==> config.mk <==
export PLATFORM = sky130hd
export DESIGN_NAME = ld_cnt_bank
export DESIGN_NICKNAME = d
export VERILOG_FILES = /design/src/rtl/ld_cnt_pkg.sv /design/src/rtl/ld_cnt_chan.sv /design/src/rtl/ld_cnt_bank.sv
export SDC_FILE = /design/constraint.sdc
export NUM_CORES = 1
export LEC_CHECK = 0
export BUFFER_PORTS_ARGS = -buffer_cell sky130_fd_sc_hd__buf_2
export CORE_UTILIZATION = 60
export CTS_BUF_LIST = sky130_fd_sc_hd__clkbuf_4 sky130_fd_sc_hd__clkbuf_8 sky130_fd_sc_hd__clkbuf_16
export CTS_CLUSTER_DIAMETER = 200
export DETAILED_ROUTE_END_ITERATION = 7
export PLACE_DENSITY_LB_ADDON = 0.3
export SKIP_CTS_REPAIR_TIMING = 1
export SYNTH_ARGS = -nofsm -noshare
export SYNTH_HDL_FRONTEND = slang
export SYNTH_SLANG_ARGS = --single-unit
export TNS_END_PERCENT = 5
==> constraint.sdc <==
create_clock -name clk -period 3.9 [get_ports clk]
set_input_delay 0.585 -clock clk [delete_from_list [all_inputs] [get_ports clk]]
set_output_delay 0.585 -clock clk [all_outputs]
set_load 0.02 [all_outputs]
==> src/rtl/ld_cnt_pkg.sv <==
// ld_cnt_pkg: command encoding and next-value arithmetic shared by the counter bank.
package ld_cnt_pkg;
  typedef enum logic [2:0] {
    CMD_HOLD = 3'd0,
    CMD_CLR  = 3'd1,
    CMD_LOAD = 3'd2,
    CMD_INC  = 3'd3,
    CMD_DEC  = 3'd4
  } cmd_t;

  typedef struct packed {
    logic [63:0] q;
    logic        ovf;
    logic        unf;
  } res_t;

  // Operands are zero-extended to 64 bits; the top bit of up/dn is the carry/borrow.
  function automatic res_t cnt_next(input logic [63:0] q, input logic [63:0] d, input cmd_t cmd,
                                    input logic [63:0] step, input logic sat, input int w);
    logic [64:0] top, up, dn;
    logic c, b;
    res_t r;
    top = (65'd1 << w) - 65'd1;
    up = {1'b0, q} + {1'b0, step};
    dn = {1'b0, q} - {1'b0, step};
    c = up > top;
    b = q < step;
    r.q = cmd == CMD_CLR  ? 64'd0 :
          cmd == CMD_LOAD ? d :
          cmd == CMD_INC  ? (c && sat ? top[63:0] : up[63:0] & top[63:0]) :
          cmd == CMD_DEC  ? (b && sat ? 64'd0 : dn[63:0] & top[63:0]) : q;
    r.ovf = cmd == CMD_INC && c;
    r.unf = cmd == CMD_DEC && b;
    return r;
  endfunction
endpackage

==> src/rtl/ld_cnt_chan.sv <==
// ld_cnt_chan: one loadable up/down counter with registered overflow/underflow pulses.
module ld_cnt_chan
  import ld_cnt_pkg::*;
#(
  parameter int WIDTH = 16,
  parameter int SATURATE = 0,
  parameter int STEP = 1
) (
  input  logic             clk,
  input  logic             reset,
  input  logic             clr,
  input  logic             load,
  input  logic             inc,
  input  logic             dec,
  input  logic [WIDTH-1:0] d,
  output logic [WIDTH-1:0] q,
  output logic             zero,
  output logic             ovf,
  output logic             unf
);
  cmd_t cmd;
  res_t r;
  logic unused_hi;
  always_comb begin
    cmd = clr ? CMD_CLR : load ? CMD_LOAD : (inc ^ dec) ? (inc ? CMD_INC : CMD_DEC) : CMD_HOLD;
    r = cnt_next(64'(q), 64'(d), cmd, 64'(STEP), SATURATE != 0, WIDTH);
  end
  assign unused_hi = ^r.q;
  assign zero = q == '0;
  always_ff @(posedge clk or posedge reset)
    if (reset) begin
      q <= '0;
      ovf <= 1'b0;
      unf <= 1'b0;
    end else begin
      q <= r.q[WIDTH-1:0];
      ovf <= r.ovf;
      unf <= r.unf;
    end
endmodule

==> src/rtl/ld_cnt_bank.sv <==
// ld_cnt_bank: bank of independent loadable up/down counters updating on a common edge.
module ld_cnt_bank #(
  parameter int WIDTH = 16,
  parameter int CHANNELS = 4,
  parameter int SATURATE = 0,
  parameter int STEP = 1
) (
  input  logic                      clk,
  input  logic                      reset,
  input  logic [CHANNELS-1:0]       clr,
  input  logic [CHANNELS-1:0]       load,
  input  logic [CHANNELS-1:0]       inc,
  input  logic [CHANNELS-1:0]       dec,
  input  logic [CHANNELS*WIDTH-1:0] d,
  output logic [CHANNELS*WIDTH-1:0] q,
  output logic [CHANNELS-1:0]       zero,
  output logic [CHANNELS-1:0]       ovf,
  output logic [CHANNELS-1:0]       unf
);
  for (genvar i = 0; i < CHANNELS; i++) begin : g_ch
    ld_cnt_chan #(.WIDTH(WIDTH), .SATURATE(SATURATE), .STEP(STEP)) u_chan (
      .clk(clk),
      .reset(reset),
      .clr(clr[i]),
      .load(load[i]),
      .inc(inc[i]),
      .dec(dec[i]),
      .d(d[i*WIDTH +: WIDTH]),
      .q(q[i*WIDTH +: WIDTH]),
      .zero(zero[i]),
      .ovf(ovf[i]),
      .unf(unf[i])
    );
  end
endmodule

==> impl_summary.log <==
[metrics] starting utilization of the core area: 62.5%
[metrics] Antenna Violating Nets Remaining: 0
[metrics] unrepaired setup endpoints after global routing: no
[metrics] chip height: 106 microns
[metrics] number of warnings reported in the yosys synthesis log: 0
[metrics] number of global-route vias before repair: 6,486
[metrics] cell taking the most area after synthesis: sky130_fd_sc_hd__dfrtp_1
[metrics] number of buffer and inverter stages on the critical path: 1
[metrics] largest cells by area after synthesis: sky130_fd_sc_hd__dfrtp_1, sky130_fd_sc_hd__nor2_1, sky130_fd_sc_hd__a21oi_1
[metrics] antenna violations before repair: 0
[metrics] synthesized area: 6540 sq um
[metrics] result of the run: finished clean
[metrics] Post-Layout Cell Count: 1,113
[metrics] # Max-Cap Violations: 0
[metrics] sequential fraction of the synthesis area: 27.6%
[metrics] area taken by multi-input logic gates: 4270 sq um
[metrics] period utilization: 78.7%
[metrics] crit-path leading delay family: simple AND/OR/NAND/NOR gates
[metrics] maximum operating frequency: 326 MHz
[metrics] Async SR Flop Fraction: 100%
[metrics] core area: 10,500 sq um
[metrics] library cell appearing most often on the critical path: sky130_fd_sc_hd__or3_1
[metrics] number of flops mapped to enable cells by yosys: 0
[metrics] largest buffer count on any clock path: 2
[metrics] post-route core utilization: 70.8%
[metrics] leading cell type in the layout, fill and taps excluded: sky130_fd_sc_hd__buf_2
[metrics] slew margin rel.: roughly 36%
[metrics] Via-to-Cell Ratio: 6.60
[metrics] diodes inserted: 0
[metrics] final-layout setup total negative slack: 0 ns
[metrics] placed wire-length estimate: 14,100 microns
[metrics] total wire length: roughly 20,000 microns
[metrics] nature of the critical path endpoint: output pin
[metrics] post-CTS clock slew at the launch and capture registers of the worst setup and hold paths: 0.09 ns
[metrics] final count of hold timing violations: 0
[metrics] Synth Net Count: slightly below 1,000
[metrics] flop and latch count out of synthesis: 72
[metrics] number of sinks driven by the clock tree: 72
[metrics] transition time of the tightest slew-check pin: 0.946 ns
[metrics] Max Clock Skew: 0.0147 ns
[metrics] Placed Instances: 1,097
[metrics] All-Layer GR Usage: 34.8%
[metrics] area occupied by registers: about 1800 sq um
[metrics] weighted congestion reported at the end of routability-driven placement: roughly 1
[metrics] pre-CTS WS: 1.24 ns
[metrics] Die Outline Area: roughly 11,000 sq um
[metrics] Post-layout nets: about 1,100
[metrics] wire length of the first global-routing pass: 31,800 microns
[metrics] Worst path slowest cell: sky130_fd_sc_hd__dfrtp_1
[metrics] leakage power summed over all cells: 0.00315 uW
[metrics] top-level I/O count: about 160
[metrics] smallest setup slack after layout: ~0.83 ns
[metrics] launching element type of the critical path: flop
[metrics] share of the synthesized area in the top cell type: 27.6%
[metrics] total of endpoints with negative setup slack in the final report: 0
[metrics] iteration count of the initial detailed-routing pass: 8
[metrics] largest net degree at the start of global routing: 54
[metrics] # port buffers: 157
[metrics] drc violations: 0
[metrics] area overhead of the layout relative to synthesis: 13.3%
[metrics] number of H-tree levels: 3
[metrics] total count of max-transition violations in the final report: 0
[metrics] kind of critical path: flop to output pin
[metrics] fill cell count: 948
[metrics] per-cell routed wire length: 17.7 microns
[metrics] Largest stage delay, worst path: 0.49 ns
[metrics] total via count after detailed routing: 7,349
[metrics] largest fanout on the critical path: 10
[metrics] most used flip-flop cell after synthesis: sky130_fd_sc_hd__dfrtp_1
[metrics] Unique masters post-synth: 72
[metrics] Worst Path Arrival: 2.48 ns
[metrics] min-delay worst type: input pin to async pin
[metrics] CTS tree: yes
[metrics] CTS buffer count: 9
[metrics] cell at the root of the clock tree: sky130_fd_sc_hd__clkbuf_8
[metrics] worst vdd rail ir drop: 0.205 mV
[metrics] power density of the placed cells: between 300 and 400 nW/um^2
[metrics] mean area per synthesized cell: 7.51 sq um
[metrics] clock latency on the worst-skew pair: 0.35 ns
[metrics] Std-Cell Rows: 37
[metrics] die span in x: around 110 microns
[metrics] endpoint required time on the critical path: 3.31 ns
[metrics] GR Overflow Total: 0
[metrics] final worst path period need: 3.07 ns
[metrics] commonest cells after routing, fill and taps aside: sky130_fd_sc_hd__buf_2, sky130_fd_sc_hd__nor2_1, sky130_fd_sc_hd__nand2_1
[metrics] fraction of layout cells with a size suffix above 1: 21.2%
[metrics] post-synthesis cell count: slightly below 900
[metrics] cell-by-cell trace of the critical path: or3_1 > or3_1 > or4_1 > nor2_1 > buf_2
[metrics] initial DRC count: 683
-- where the power goes --
group / switching, uW / internal [uW]
clock network: 306 / 384
logic: 467 / 295
registers: 163 / 805
-- kinds of logic (layout without fill, tap and decap cells) --
group,after synthesis,in the layout,synth area share (%)
and+or+nand+nor,395,395,31.7
AOI/OAI and AO/OA,241,241,23.9
DFF,72,72,27.6
buffers and inverters,100,206,7.18
xor gates and xnor gates,33,33,4.42
muxes,14,14,2.20
adders and majority gates,16,16,3.06
-- sequential cells by signal, summed over array words and instances (netlist names) --
register and flops:
g_ch.u_chan.q 64, g_ch.u_chan.unf 4, g_ch.u_chan.ovf 4
-- cell usage after synthesis, types with 5 or more instances --
library cell and instances:
sky130_fd_sc_hd__nor2_1 93, sky130_fd_sc_hd__nand2_1 76, sky130_fd_sc_hd__dfrtp_1 72, sky130_fd_sc_hd__a21oi_1 60, sky130_fd_sc_hd__o21ai_0 53, sky130_fd_sc_hd__nand3_1 45
sky130_fd_sc_hd__nor3_1 41, sky130_fd_sc_hd__clkbuf_1 39, sky130_fd_sc_hd__inv_1 25, sky130_fd_sc_hd__nand4_1 23, sky130_fd_sc_hd__nor4_1 21, sky130_fd_sc_hd__xnor2_1 21
sky130_fd_sc_hd__buf_2 18, sky130_fd_sc_hd__ha_1 16, sky130_fd_sc_hd__a22oi_1 15, sky130_fd_sc_hd__a211oi_1 13, sky130_fd_sc_hd__a31oi_1 13, sky130_fd_sc_hd__buf_4 13
sky130_fd_sc_hd__o22ai_1 13, sky130_fd_sc_hd__and3_1 12, sky130_fd_sc_hd__or3_1 12, sky130_fd_sc_hd__xor2_1 12, sky130_fd_sc_hd__mux2i_1 11, sky130_fd_sc_hd__nand2b_1 9
sky130_fd_sc_hd__nor2b_1 9, sky130_fd_sc_hd__o211ai_1 9, sky130_fd_sc_hd__and2_1 8, sky130_fd_sc_hd__o2bb2ai_1 8, sky130_fd_sc_hd__or4_1 8, sky130_fd_sc_hd__or2_2 6
sky130_fd_sc_hd__a32oi_1 5, sky130_fd_sc_hd__nand3b_1 5, sky130_fd_sc_hd__o311ai_0 5, sky130_fd_sc_hd__o31a_1 5
-- path summary, 6_finish.rpt --
kind,startpoint,endpoint,slack (ns),cells after the start
hold reg to reg,g_ch[1].u_chan.q[13],g_ch[1].u_chan.q[13],0.61,1
setup / recovery,g_ch[2].u_chan.q[10],zero[2],0.83,5
max in group asynchronous,reset,g_ch[3].u_chan.q[15],2.66,3
setup reg to reg,g_ch[3].u_chan.q[0],g_ch[3].u_chan.q[14],1.43,8
hold / removal,reset,g_ch[2].u_chan.q[1],0.41,2
min in group clk,dec[1],g_ch[1].u_chan.q[2],0.47,2
-- layer usage --
layer / part of all wire [%] / track usage [%] / wire (microns)
met5: 0 / 0 / 0
met2: 47 / 55.2 / 9170
met3: 9.3 / 5.03 / 1820
met4: 1.6 / 11.4 / 319
met1: 42 / 48.6 / 8350
-- final cells by class --
| class | count | area share, % |
|---|---|---|
| multi-input cells | 699 | 57.6 |
| well taps | 136 | 2.30 |
| clock inverters | 5 | 1.08 |
| inverters | 25 | 1.28 |
| repair buffers | 165 | 11.4 |
| clock buffers | 11 | 1.96 |
| flip-flops and latches | 72 | 24.3 |
-- per-stage QoR --
step	hold slack (ns)	cell area [sq um]	total power, uW
6_report	0.406	7410	2420
3_5_place_dp	0.582	7180	1730
3_3_place_gp	0.576	7180	1710
4_1_cts	0.423	7410	2410
2_1_floorplan	0.653	6540	1490
5_1_grt	0.456	7410	2540
Note: power is estimated with default switching activity, not from simulation.
